File: src/rtl/vslc_pkg.sv
// Shared definitions for the VSLC timer bank: register select codes, timer
// modes, waveform phases, channel configuration payload and prescaler helper.
package vslc_pkg;

    localparam int unsigned WR_SEL_W = 3;
    localparam int unsigned PRESC_W  = 15;

    localparam logic [WR_SEL_W-1:0] WR_SEL_PA_HI = 3'd0;
    localparam logic [WR_SEL_W-1:0] WR_SEL_PA_LO = 3'd1;
    localparam logic [WR_SEL_W-1:0] WR_SEL_PB_HI = 3'd2;
    localparam logic [WR_SEL_W-1:0] WR_SEL_PB_LO = 3'd3;
    localparam logic [WR_SEL_W-1:0] WR_SEL_CFG   = 3'd4;

    localparam logic TIMER_MODE_CYCLE   = 1'b0;
    localparam logic TIMER_MODE_ONESHOT = 1'b1;

    typedef enum logic {
        PHASE_A = 1'b0,
        PHASE_B = 1'b1
    } phase_e;

    // CFG byte layout {3'b0, mode, div[3:0]}; only the low five bits are kept.
    typedef struct packed {
        logic       mode;
        logic [3:0] div;
    } timer_cfg_t;

    // Prescaler terminal value 2^div-1 (div=15 gives the full 15-bit range).
    function automatic logic [PRESC_W-1:0] presc_limit(input logic [3:0] div);
        return PRESC_W'((16'd1 << div) - 16'd1);
    endfunction

endpackage

File: src/rtl/vslc_timer_channel.sv
// One timer channel: period/config registers, prescaler and phase A/B FSM.
// Ports:
//   clk, rst_n          clock, synchronous active-low reset
//   tick                global advance enable (0 freezes prescaler/counter)
//   wr_en               write strobe, already decoded for this channel
//   wr_sel, wr_data     register select and write byte
//   en_set, en_clr      enable request / disable request (clear wins)
//   timer_out           1 while in phase B
//   busy                channel enabled
//   done                one-cycle pulse at the end of phase B
module vslc_timer_channel
    import vslc_pkg::*;
#(
    parameter int unsigned WIDTH     = 16,
    parameter bit          RETRIGGER = 1'b0
) (
    input  logic                clk,
    input  logic                rst_n,
    input  logic                tick,
    input  logic                wr_en,
    input  logic [WR_SEL_W-1:0] wr_sel,
    input  logic [7:0]          wr_data,
    input  logic                en_set,
    input  logic                en_clr,
    output logic                timer_out,
    output logic                busy,
    output logic                done
);

    logic [WIDTH-1:0]   period_a_q, period_a_d;
    logic [WIDTH-1:0]   period_b_q, period_b_d;
    timer_cfg_t         cfg_q, cfg_d;
    logic               enabled_q, enabled_d;
    phase_e             phase_q, phase_d;
    logic [WIDTH-1:0]   counter_q, counter_d;
    logic [PRESC_W-1:0] presc_q, presc_d;
    logic               done_q, done_d;
    logic [WIDTH-1:0]   active_period;

    // CFG bits [7:5] are reserved.
    logic unused_cfg_bits;
    assign unused_cfg_bits = ^wr_data[7:5];

    // State register
    always_ff @(posedge clk) begin
        if (!rst_n) begin
            period_a_q <= WIDTH'(1);
            period_b_q <= WIDTH'(2);
            cfg_q      <= '{mode: TIMER_MODE_CYCLE, div: 4'd0};
            enabled_q  <= 1'b0;
            phase_q    <= PHASE_A;
            counter_q  <= '0;
            presc_q    <= '0;
            done_q     <= 1'b0;
        end else begin
            period_a_q <= period_a_d;
            period_b_q <= period_b_d;
            cfg_q      <= cfg_d;
            enabled_q  <= enabled_d;
            phase_q    <= phase_d;
            counter_q  <= counter_d;
            presc_q    <= presc_d;
            done_q     <= done_d;
        end
    end

    // Next state: register writes, enable control, prescaler and phase advance
    always_comb begin
        period_a_d    = period_a_q;
        period_b_d    = period_b_q;
        cfg_d         = cfg_q;
        enabled_d     = enabled_q;
        phase_d       = phase_q;
        counter_d     = counter_q;
        presc_d       = presc_q;
        done_d        = 1'b0;
        active_period = (phase_q == PHASE_B) ? period_b_q : period_a_q;

        // HI writes land in bits [WIDTH-1:8]; the width cast drops excess
        // data bits and makes the write a no-op when WIDTH==8.
        if (wr_en) begin
            case (wr_sel)
                WR_SEL_PA_HI: period_a_d = WIDTH'({wr_data, period_a_q[7:0]});
                WR_SEL_PA_LO: period_a_d = (period_a_q & ~WIDTH'(8'hff)) | WIDTH'(wr_data);
                WR_SEL_PB_HI: period_b_d = WIDTH'({wr_data, period_b_q[7:0]});
                WR_SEL_PB_LO: period_b_d = (period_b_q & ~WIDTH'(8'hff)) | WIDTH'(wr_data);
                WR_SEL_CFG:   cfg_d      = timer_cfg_t'(wr_data[4:0]);
                default:      ;
            endcase
        end

        if (en_clr) begin
            enabled_d = 1'b0;
            phase_d   = PHASE_A;
            counter_d = '0;
            presc_d   = '0;
        end else if (en_set && (!enabled_q || RETRIGGER)) begin
            enabled_d = 1'b1;
            phase_d   = PHASE_A;
            counter_d = '0;
            presc_d   = '0;
        end else if (enabled_q && tick) begin
            if (presc_q == presc_limit(cfg_q.div)) begin
                presc_d = '0;
                // >= so a period lowered below the running count still ends the phase
                if (counter_q >= active_period) begin
                    counter_d = '0;
                    phase_d   = (phase_q == PHASE_A) ? PHASE_B : PHASE_A;
                    if (phase_q == PHASE_B) begin
                        done_d = 1'b1;
                        if (cfg_q.mode == TIMER_MODE_ONESHOT) begin
                            enabled_d = 1'b0;
                        end
                    end
                end else begin
                    counter_d = counter_q + WIDTH'(1);
                end
            end else begin
                presc_d = presc_q + PRESC_W'(1);
            end
        end
    end

    assign timer_out = (phase_q == PHASE_B);
    assign busy      = enabled_q;
    assign done      = done_q;

endmodule

File: src/rtl/vslc_timer_bank.sv
// Multi-channel two-phase timer bank: write decoder plus NUM_CH channels.
// Ports:
//   clk, rst_n          clock, synchronous active-low reset
//   tick                global advance enable
//   wr_en/wr_ch/wr_sel/wr_data   byte-wide register write (bad channel ignored)
//   en_set, en_clr      per-channel enable / disable requests
//   timer_out, busy, done        per-channel waveform, enabled flag, end pulse
module vslc_timer_bank
    import vslc_pkg::*;
#(
    parameter  int unsigned NUM_CH    = 4,
    parameter  int unsigned WIDTH     = 16,
    parameter  int unsigned RETRIGGER = 0,
    localparam int unsigned CH_W      = (NUM_CH > 1) ? $clog2(NUM_CH) : 1
) (
    input  logic                clk,
    input  logic                rst_n,
    input  logic                tick,
    input  logic                wr_en,
    input  logic [CH_W-1:0]     wr_ch,
    input  logic [WR_SEL_W-1:0] wr_sel,
    input  logic [7:0]          wr_data,
    input  logic [NUM_CH-1:0]   en_set,
    input  logic [NUM_CH-1:0]   en_clr,
    output logic [NUM_CH-1:0]   timer_out,
    output logic [NUM_CH-1:0]   busy,
    output logic [NUM_CH-1:0]   done
);

    for (genvar i = 0; i < NUM_CH; i++) begin : g_ch
        // Channel indices >= NUM_CH never match, so such writes are dropped.
        logic ch_wr;
        assign ch_wr = wr_en && (wr_ch == CH_W'(i));

        vslc_timer_channel #(
            .WIDTH     (WIDTH),
            .RETRIGGER (RETRIGGER != 0)
        ) u_ch (
            .clk       (clk),
            .rst_n     (rst_n),
            .tick      (tick),
            .wr_en     (ch_wr),
            .wr_sel    (wr_sel),
            .wr_data   (wr_data),
            .en_set    (en_set[i]),
            .en_clr    (en_clr[i]),
            .timer_out (timer_out[i]),
            .busy      (busy[i]),
            .done      (done[i])
        );
    end

endmodule

File: config.mk
export PLATFORM = sky130hd
export DESIGN_NAME = vslc_timer_bank
export DESIGN_NICKNAME = d
export VERILOG_FILES = /design/src/rtl/vslc_pkg.sv /design/src/rtl/vslc_timer_channel.sv /design/src/rtl/vslc_timer_bank.sv
export SDC_FILE = /design/constraint.sdc
export NUM_CORES = 1
export LEC_CHECK = 0
export CORE_ASPECT_RATIO = 1.5
export CORE_MARGIN = 1
export CORE_UTILIZATION = 63
export CTS_CLUSTER_DIAMETER = 80
export DETAILED_ROUTE_END_ITERATION = 7
export PLACE_DENSITY_LB_ADDON = 0.3
export SETUP_SLACK_MARGIN = 0.3
export SLEW_MARGIN = 20
export SYNTH_ARGS = -nofsm -noshare
export SYNTH_HDL_FRONTEND = slang
export SYNTH_SLANG_ARGS = --single-unit
File: constraint.sdc
create_clock -name clk -period 5.1 [get_ports clk]
set_input_delay 1.53 -clock clk [delete_from_list [all_inputs] [get_ports clk]]
set_output_delay 1.53 -clock clk [all_outputs]
set_load 0.01 [all_outputs]
==> impl_metrics.csv, run 1 <==
group,metric,value,unit
min_path,min_path_type,"register to register",
drt,routed_wire_length_per_instance,17.0,um
sta,worst_pin_slew,1.03,ns
setup_path,rr_worst_depth,10,
clocking,clkSinkCount,284,
sta,tns,0,ns
job,cap_violations,0,
setup_path,crit_arrival,4.55,ns
floorplan,die_y,199,um
final_layout,fill_cells,2019,
synth,synth.top_cell.area_share,35.0,%
synth,synth-seq-area-share,35.0,%
setup_path,worst_ep_required_time,5.51,ns
drt,drc_errors,0,
clocking,clockRootBuffer,"clkbuf_16",
synth,synth.area.top_cells,"dfxtp_1, mux2i_1, ha_1, nand2_1, nor2b_1",
setup_path,crit_type,"register to register",
clocking,htree_num_levels,1,
sta,post-route-period-util,81.1,%
clocking,insertion_delay,0.55,ns
clocking,postCtsSetupBuffers,0,
floorplan,dieWidth,133,um
global_route,grt_pass1_vias,13320,
place,gp_congestion,0.896,
floorplan,start_util,64.3,%
final_layout,drive_gt1_share,5.02,%
setup_path,endpoint,"g_ch[2].u_ch.presc_q[5]",
synth,ys.warnings.count,0,
final_layout,fin_nets,1994,
sta,maxSlewHeadroom,31.1,%
floorplan,dieArea,0.0264,mm2
sta,max_freq,242,MHz
power,p_switching,1.02,mW
synth,synth.net_count,2036,
synth,synth-edff-count,0,
synth,synth_common_cells,"dfxtp_1, nand2_1, mux2i_1",
power,vdd_ir_drop_max,271,uV
sta,rsz0062_at_grt,"false",
drt,drt_first_pass_iters,5,
power,cellPowerDensity,256,mW/mm2
drt,routed_wirelength,38.1,mm
place,hpwlAfterDp,26.6,mm
power,swShare,22.8,%
global_route,grt.overflow.total,0,
final_layout,area_growth,7.96,%
setup_path,endpoint_kind,"register",
setup_path,rr_startpoint,"g_ch[2].u_ch.cfg_q[0]",
synth,async_flop_share,0,%
final_layout,diodes,0,
synth,synth_top_family_by_area,"simple AND/OR/NAND/NOR gates",
synth,synth-main-ff-cell,"dfxtp_1",
power,cell_internal_pwr,3.47,mW
drt,drtIter0Drc,690,
clocking,cts_tree,"built",
setup_path,regToRegSetupSlack,0.97,ns
synth,synth_fa_ha_area_share,5.92,%
global_route,grt_pass1_wl,63.2,mm
run_status,status,"completed",
setup_path,cp-start-kind,"register",
power,clockPowerShare,45.1,%
sta,finClkSkew,0.0164,ns
clocking,clk_path_buf_depth,3,
drt,vias_per_cell,6.09,
sta,period_minus_slack,4.13,ns
synth,yosysTopAreaCell,"dfxtp_1",
final_layout,seqCellArea,0.00569,mm2
synth,synth_compound_area_share,14.5,%
power,power_frac_seq,49.9,%
setup_path,worstPathMaxFanout,18,
synth,synth_xor_area_share,4.48,%
synth,yosysMostFrequentCell,"dfxtp_1",
synth,synth-seq-cells,284,
global_route,grt_usage,28.7,%
power,p_leak,6.24,nW
place,numPortBuffers,36,
synth,syn_avg_cell_area,8.39,um2
synth,yosys.area_share.simple,25.3,%
sta,hold_viol_final,0,
global_route,antenna_found_initial,0,
final_layout,multiInputGateArea,0.00980,mm2
synth,synth_area,0.0162,mm2
clocking,numCtsBuffers,28,
synth,synthCells,1935,
synth,synth_mux_area_share,10.1,%
synth,synth_cell_type_count,72,
drt,vias,13650,
floorplan,num_rows,71,
power,combPwrFrac,5.0,%
sta,drv_slew,0,
floorplan,boundaryPins,37,
setup_path,r2r-end,"g_ch[2].u_ch.presc_q[5]",
clocking,clk_pin_slew_worst_paths,0.06,ns
drt,antenna_left,0,
power,power,4.49,mW
global_route,grt_max_degree,85,
clocking,cts_resized,0,
sta,setup_viol,0,
setup_path,crit_start,"g_ch[2].u_ch.cfg_q[0]",
clocking,ctsHoldBuffers,0,
floorplan,core,0.0252,mm2
==> logic make-up (layout without fill, tap and decap cells) <==
| group | Yosys count | after routing |
|---|---|---|
| AOI/OAI and AO/OA | 370 | 370 |
| xor gates and xnor gates | 83 | 83 |
| adders and majority gates | 77 | 77 |
| buffers and inverters | 183 | 161 |
| DFF | 284 | 284 |
| muxes | 163 | 163 |
| and+or+nand+nor | 775 | 775 |
==> through the flow <==
| stage | cell area (um2) | utilization, % | std cells | setup WS, ns | hold WS (ns) |
|---|---|---|---|---|---|
| 3_5_place_dp | 16600 | 65.9 | 2191 | 0.863 | 0.462 |
| 5_1_grt | 17500 | 69.5 | 2241 | 0.614 | 0.495 |
| 6_report | 17500 | 69.5 | 2241 | 0.965 | 0.472 |
| 4_1_cts | 17500 | 69.5 | 2241 | 0.903 | 0.471 |
| 2_1_floorplan | 16200 | - | 1935 | 1.50 | 0.437 |
| 3_3_place_gp | 16600 | 65.9 | 2191 | 0.943 | 0.453 |
==> worst max-delay path, stage by stage (launching register included) <==
cell      delay, ns
dfxtp_1        0.60
inv_1          0.13
or4_1          0.54
ha_1           0.38
xnor2_1        0.19
a32oi_1        0.19
xnor2_1        0.09
a211oi_1       0.51
nand4_1        0.62
nand2_1        0.63
nor2_1         0.11
==> power by group through the flow <==
stage / Clock, mW / Combinational, mW / Sequential, mW
after CTS: 2.05 / 0.224 / 2.24
final: 2.03 / 0.226 / 2.24
after global routing: 2.15 / 0.243 / 2.24
after detailed placement: 0 / 0.223 / 2.29
after floorplan: 0 / 0.149 / 2.28
after global placement: 0 / 0.218 / 2.29
==> cell type report <==
class	instances	area share (%)
Tap cell	328	2.34
Clock buffer	42	4.88
Clock inverter	8	0.286
Sequential cell	284	32.4
Inverter	52	1.11
Timing Repair Buffer	59	3.03
Multi-Input combinational cell	1468	55.9
==> sequential cells by signal, indices dropped and copies added, names as in the netlist <==
name,flops
g_ch.u_ch.busy,4
g_ch.u_ch.cfg_q,20
g_ch.u_ch.timer_out,4
g_ch.u_ch.presc_q,60
g_ch.u_ch.period_b_q,64
g_ch.u_ch.period_a_q,64
g_ch.u_ch.done,4
g_ch.u_ch.counter_q,64
==> how the worst min path moves through the flow <==
stage | start | to | slack, ns | cells after the start
global placement | g_ch[3].u_ch.period_a_q[4] | g_ch[3].u_ch.period_a_q[4] | 0.45 | 2
detailed placement | g_ch[3].u_ch.period_a_q[5] | g_ch[3].u_ch.period_a_q[5] | 0.46 | 2
finish | g_ch[1].u_ch.period_a_q[6] | g_ch[1].u_ch.period_a_q[6] | 0.47 | 2
global route | g_ch[3].u_ch.period_a_q[0] | g_ch[3].u_ch.period_a_q[0] | 0.50 | 2
CTS | g_ch[3].u_ch.period_a_q[5] | g_ch[3].u_ch.period_a_q[5] | 0.47 | 2
floorplan | g_ch[1].u_ch.period_a_q[0] | g_ch[1].u_ch.period_a_q[0] | 0.44 | 2
==> layout by cell type, fill, tap and decap left out, types with 8 or more instances in the layout <==
master / count
dfxtp_1: 284
nand2_1: 200
mux2i_1: 156
nor2_1: 113
o21ai_0: 107
nor2b_1: 96
a21oi_1: 83
ha_1: 76
nand3_1: 73
inv_1: 52
xnor2_1: 48
and2_1: 44
nand4_1: 41
or3_1: 41
xor2_1: 35
a21boi_0: 35
clkdlybuf4s50_1: 35
and3_1: 34
clkbuf_16: 29
nor3_1: 25
buf_4: 24
nand2b_1: 18
a211oi_1: 18
o21a_1: 17
a21o_1: 16
or4_1: 15
nor4_1: 15
nor3b_1: 12
a31oi_1: 10
o211ai_1: 10
and4_1: 9
nor4b_1: 9
o31ai_1: 9
or3b_2: 8
clkbuf_8: 8
==> layer usage <==
layer	wire length (um)	track usage (%)	up-vias
met3	1310	2.96	105
met5	0	0	-
met4	1620	13.1	0
met2	20000	56.2	259
li1	-	-	6778
met1	15200	30.6	6508
No activity file was read; power rests on OpenSTA's default activity.
==> run 2, diff against run 1 <==
--- a/config.mk
+++ b/config.mk
@@ -7,7 +7,7 @@
 export LEC_CHECK = 0
 export CORE_ASPECT_RATIO = 1.5
 export CORE_MARGIN = 1
-export CORE_UTILIZATION = 63
+export CORE_UTILIZATION = 57
 export CTS_CLUSTER_DIAMETER = 80
 export DETAILED_ROUTE_END_ITERATION = 7
 export PLACE_DENSITY_LB_ADDON = 0.3
==> constraint.sdc (replaced) <==
create_clock -name clk -period 3.6 [get_ports clk]
set_input_delay 1.08 -clock clk [delete_from_list [all_inputs] [get_ports clk]]
set_output_delay 1.08 -clock clk [all_outputs]
set_load 0.01 [all_outputs]
==> run 2 against run 1 <==
Effect of this change: setup slack got worse by 0.66 ns; critical path depth fell by 1; flip-flop and latch count did not move; clock power rose by 53%; worst hold slack got worse by 0.0093 ns; sequential power rose by 42%; power rose by 48%; wire length rose by 2.1%; combinational power rose by 61%; critical path type unchanged; largest power group unchanged; highest routed layer unchanged.
==> impl_metrics.csv, run 2 (synthesis results as in run 1) <==
group,metric,value,unit
drt,routed_wirelength,38.9,mm
global_route,grt_usage,26.7,%
floorplan,num_rows,75,
clocking,clkSinkCount,284,
floorplan,dieArea,0.0292,mm2
clocking,clk_pin_slew_worst_paths,0.07,ns
setup_path,critPathTopFamily,"simple AND/OR/NAND/NOR gates",
setup_path,max_stage_delay,0.56,ns
sta,post-route-period-util,91.4,%
min_path,min_path_type,"register to register",
drt,vias,13809,
power,vdd_ir_drop_max,367,uV
setup_path,cp_cell_sequence,"or4_4, ha_4, or4b_4, a21oi_4, nor4_4, or3b_4, or4_4, o21bai_1, a31o_2",
place,pre_cts_slack,0.159,ns
clocking,clockRootBuffer,"clkbuf_16",
setup_path,rr_worst_depth,9,
min_path,whs_path_depth,2,
sta,tns,0,ns
sta,max_freq,304,MHz
clocking,cts_tree,"built",
final_layout,drive_gt1_share,9.27,%
setup_path,worstPathMaxFanout,7,
setup_path,crit_arrival,3.74,ns
clocking,numCtsBuffers,29,
setup_path,regToRegSetupSlack,0.31,ns
global_route,grt_pass1_vias,13434,
floorplan,core,0.0280,mm2
final_layout,final_core_util,65.3,%
global_route,grt_pass1_wl,64.6,mm
run_status,status,"completed",
drt,routed_wire_length_per_instance,16.8,um
floorplan,die_y,209,um
min_path,hp-start,"g_ch[1].u_ch.period_a_q[7]",
final_layout,diodes,0,
setup_path,crit_type,"register to register",
setup_path,crit_cells,9,
global_route,grt.overflow.total,0,
floorplan,dieWidth,140,um
drt,drc_errors,0,
place,gp_congestion,0.903,
global_route,antenna_found_initial,0,
power,cellPowerDensity,364,mW/mm2
global_route,grt_max_degree,54,
setup_path,endpoint_kind,"register",
setup_path,worst_ep_required_time,4.05,ns
final_layout,layout_commonest_cell,"dfxtp_1",
setup_path,path_common_cell,"or4_4",
sta,drv_slew,0,
power,p_leak,6.60,nW
clocking,htree_num_levels,1,
setup_path,r2r-end,"g_ch[3].u_ch.counter_q[2]",
clocking,insertion_delay,0.56,ns
sta,rsz0062_at_grt,"true",
sta,setup_ws,0.310,ns
floorplan,boundaryPins,37,
setup_path,critPathSlowestCell,"or4_4",
final_layout,area_growth,12.4,%
setup_path,crit_buf_inv,0,
sta,setup_viol,0,
setup_path,rr_startpoint,"g_ch[3].u_ch.cfg_q[3]",
setup_path,cp-start-kind,"register",
place,hpwlAfterDp,27.8,mm
final_layout,reg.largest.list,"g_ch.u_ch.counter_q: 64 flops, g_ch.u_ch.period_a_q: 64 flops, g_ch.u_ch.period_b_q: 64 flops",
drt,drtIter0Drc,734,
sta,timing.hold.ws,0.463,ns
place,numPortBuffers,36,
sta,period_minus_slack,3.29,ns
final_layout,fin_nets,2053,
drt,drt_first_pass_iters,5,
clocking,clk_path_buf_depth,3,
sta,worst_pin_slew,0.620,ns
final_layout,final_cell_mix,"dfxtp_1, nand2_1, mux2i_1",
sta,hold_viol_final,0,
drt,antenna_left,0,
job,cap_violations,0,
floorplan,start_util,58.0,%
sta,maxSlewHeadroom,58.4,%
drt,vias_per_cell,5.95,
sta,finClkSkew,0.0118,ns
min_path,min_to,"g_ch[1].u_ch.period_a_q[7]",
[run 2: cell count changes in the layout (fill, tap and decap cells not counted), sizes merged]
cell	change
clkinv	+1
clkinvlp	+2
inv	+1
buf	+58
bufinv	+4
clkbuf	-5
[run 2: layout make-up]
class	count	area, um2
repair buffers	117	1010
multi-input cells	1468	9940
clock buffers	37	786
inverters	52	195
fillers	2349	9720
clock inverters	16	199
flip-flops and latches	284	5690
well taps	346	433
[run 2: how the worst max path moves through the flow]
stage,to,startpoint
3_3_place_gp,g_ch[3].u_ch.counter_q[2],g_ch[3].u_ch.cfg_q[3]
4_1_cts,g_ch[1].u_ch.counter_q[1],g_ch[1].u_ch.cfg_q[0]
2_1_floorplan,g_ch[0].u_ch.counter_q[3],g_ch[0].u_ch.cfg_q[3]
6_report,g_ch[3].u_ch.counter_q[2],g_ch[3].u_ch.cfg_q[3]
5_1_grt,g_ch[3].u_ch.counter_q[1],g_ch[3].u_ch.cfg_q[3]
3_5_place_dp,g_ch[3].u_ch.counter_q[2],g_ch[3].u_ch.cfg_q[3]
[run 2: layer usage]
layer,global-route usage (%),wire length (um)
met1,30.3,16000
met2,49.0,19900
met3,3.53,1400
met4,12.2,1560
met5,0,0
[run 2: metrics by stage]
| step | instance area [um2] | instances | total power, mW |
|---|---|---|---|
| 3_3_place_gp | 17000 | 2252 | 3.57 |
| 5_1_grt | 18200 | 2320 | 6.86 |
| 4_1_cts | 18100 | 2313 | 6.69 |
| 6_report | 18200 | 2320 | 6.65 |
| 3_5_place_dp | 17000 | 2252 | 3.58 |
| 2_1_floorplan | 16300 | 1935 | 3.45 |
[run 2: worst reg2reg max path: stages, from the launching register on]
cell and delay, ns:
dfxtp_2 0.33, or4_4 0.56, ha_4 0.19, or4b_4 0.50
a21oi_4 0.19, nor4_4 0.08, or3b_4 0.38, or4_4 0.54
o21bai_1 0.19, a31o_2 0.24
[run 2: what timing repair did]
action                     CTS  global route
gates cloned                 0             0
buffers inserted             8             7
hold buffers                 0             0
pin swaps                   12            17
setup endpoints to repair   75           100
gates resized for setup     15            22
[run 2: report_power, final]
part / leakage, nW / internal, mW / switching, mW
combinational: 3.83 / 0.152 / 0.213
clock: 0.478 / 1.83 / 1.28
sequential: 2.29 / 3.16 / 0.0121
==> run 3, diff against run 2 <==
--- a/config.mk
+++ b/config.mk
@@ -6,7 +6,7 @@
 export NUM_CORES = 1
 export LEC_CHECK = 0
 export CORE_ASPECT_RATIO = 1.5
-export CORE_MARGIN = 1
+export CORE_MARGIN = 4
 export CORE_UTILIZATION = 57
 export CTS_CLUSTER_DIAMETER = 80
 export DETAILED_ROUTE_END_ITERATION = 7
==> run 3 against run 2 <==
Effect of this change: die area is 7.3% higher; setup slack better by 0.0094 ns; cell count is 0.17% lower; power is 3.3% lower.
==> impl_metrics.csv, run 3 (synthesis results as in run 1) <==
group,metric,value,unit
power,power,6.43,mW
drt,drt_first_pass_iters,5,
final_layout,diodes,0,
sta,rsz0062_at_grt,"true",
sta,setup_viol,0,
clocking,clockRootBuffer,"clkbuf_16",
sta,hold_viol_final,0,
power,p_leak,6.56,nW
clocking,ctsHoldBuffers,0,
setup_path,worstPathMaxFanout,8,
final_layout,final_core_util,65.1,%
drt,drc_errors,0,
run_status,status,"completed",
sta,max_freq,305,MHz
floorplan,boundaryPins,37,
job,cap_violations,0,
final_layout,layout_commonest_cell,"dfxtp_1",
setup_path,endpoint_kind,"register",
clocking,numCtsBuffers,28,
place,dpl_cell_area,0.0170,mm2
drt,vias_per_cell,5.99,
global_route,grt.overflow.total,0,
final_layout,multiInputGateArea,0.0100,mm2
sta,post-route-period-util,91.1,%
floorplan,dieWidth,146,um
drt,vias,13863,
drt,routed.top_layer,"met4",
global_route,grt_usage,24.3,%
clocking,clkSinkCount,284,
drt,wl_met3,1.46,mm
setup_path,crit_arrival,3.73,ns
setup_path,cp-start-kind,"register",
drt,routed_wire_length_per_instance,17.1,um
place,gp_congestion,0.929,
global_route,antenna_found_initial,0,
place,hpwlAfterDp,27.7,mm
drt,drtIter0Drc,935,
power,cellPowerDensity,352,mW/mm2
floorplan,start_util,57.8,%
place,numPortBuffers,36,
sta,worst_pin_slew,0.741,ns
final_layout,fill_cells,2331,
global_route,grt_pass1_wl,65.2,mm
clocking,insertion_delay,0.56,ns
drt,wl_met2,20.6,mm
clocking,htree_num_levels,1,
floorplan,num_rows,75,
drt,routed_wirelength,39.5,mm
final_layout,final_area,0.0183,mm2
min_path,min_path_type,"register to register",
sta,drv_slew,0,
sta,tns,0,ns
global_route,grt_max_degree,74,
final_layout,drive_gt1_share,9.70,%
clocking,clk_pin_slew_worst_paths,0.07,ns
final_layout,area_growth,12.6,%
floorplan,core,0.0281,mm2
global_route,grt_pass1_vias,13429,
sta,finClkSkew,0.0208,ns
final_layout,final_cell_mix,"dfxtp_1, nand2_1, mux2i_1",
drt,m1WireLength,16.4,mm
sta,period_minus_slack,3.28,ns
floorplan,die_y,215,um
final_layout,reg.largest.list,"g_ch.u_ch.counter_q: 64 flops, g_ch.u_ch.period_a_q: 64 flops, g_ch.u_ch.period_b_q: 64 flops",
power,vdd_ir_drop_max,384,uV
clocking,cts_tree,"built",
drt,antenna_left,0,
clocking,clk_path_buf_depth,3,
setup_path,crit_type,"register to register",
final_layout,seqCellArea,0.00569,mm2
sta,maxSlewHeadroom,50.5,%
setup_path,worst_ep_required_time,4.05,ns
final_layout,fin_nets,2052,
floorplan,dieArea,0.0313,mm2
-- run 3: report_power, final --
part | internal (mW) | switching, mW | total, mW
clock | 1.65 | 1.24 | 2.89
combinational | 0.153 | 0.217 | 0.370
sequential | 3.16 | 0.0119 | 3.17
total | 4.96 | 1.47 | 6.43
-- run 3: area by class of cell --
class,instances,share of cell area (%)
timing repair buffer,117,5.62
clock buffer,41,4.49
inverter,52,1.07
tap,346,2.37
multi-input combinational,1468,54.8
clock inverter,8,0.438
sequential,284,31.2
-- run 3: stage by stage --
| step | std cells | worst slack, ns | hold slack [ns] |
|---|---|---|---|
| floorplan | 1935 | 0.300 | 0.437 |
| global placement | 2251 | 0.172 | 0.450 |
| detailed placement | 2251 | 0.0942 | 0.458 |
| CTS | 2309 | 0.297 | 0.466 |
| global route | 2316 | 0.223 | 0.483 |
| finish | 2316 | 0.319 | 0.464 |
-- run 3: path summary, 6_finish.rpt --
path,cells after the start,startpoint,to,slack (ns)
hold / removal,2,g_ch[3].u_ch.period_a_q[4],g_ch[3].u_ch.period_a_q[4],0.46
setup reg to reg,9,g_ch[3].u_ch.cfg_q[3],g_ch[3].u_ch.counter_q[2],0.32
hold reg to reg,2,g_ch[3].u_ch.period_a_q[4],g_ch[3].u_ch.period_a_q[4],0.46
setup / recovery,9,g_ch[3].u_ch.cfg_q[3],g_ch[3].u_ch.counter_q[2],0.32
-- run 3: what timing repair did --
item                                    CTS  global route
buffers inserted                          9             6
resized for setup                        19            40
pin swaps                                12            17
endpoints found under the hold margin     0             0
cloned                                    0             1
endpoints found under the setup margin   58           105
-- run 3: layer usage --
metal  vias to the layer above  global-route usage, %
met4                         0                   8.94
met2                       303                   45.4
met5                         -                      0
met3                        74                   2.68
li1                       6893                      -
met1                      6593                   28.3
-- run 3: critical path: stages (launching register included) --
cell and delay (ns):
dfxtp_2 0.33, or4_4 0.53, ha_4 0.19, or4b_4 0.50
a21oi_4 0.15, nor4_2 0.08, or3b_4 0.41, or4_4 0.55
o21bai_1 0.18, a31o_2 0.26
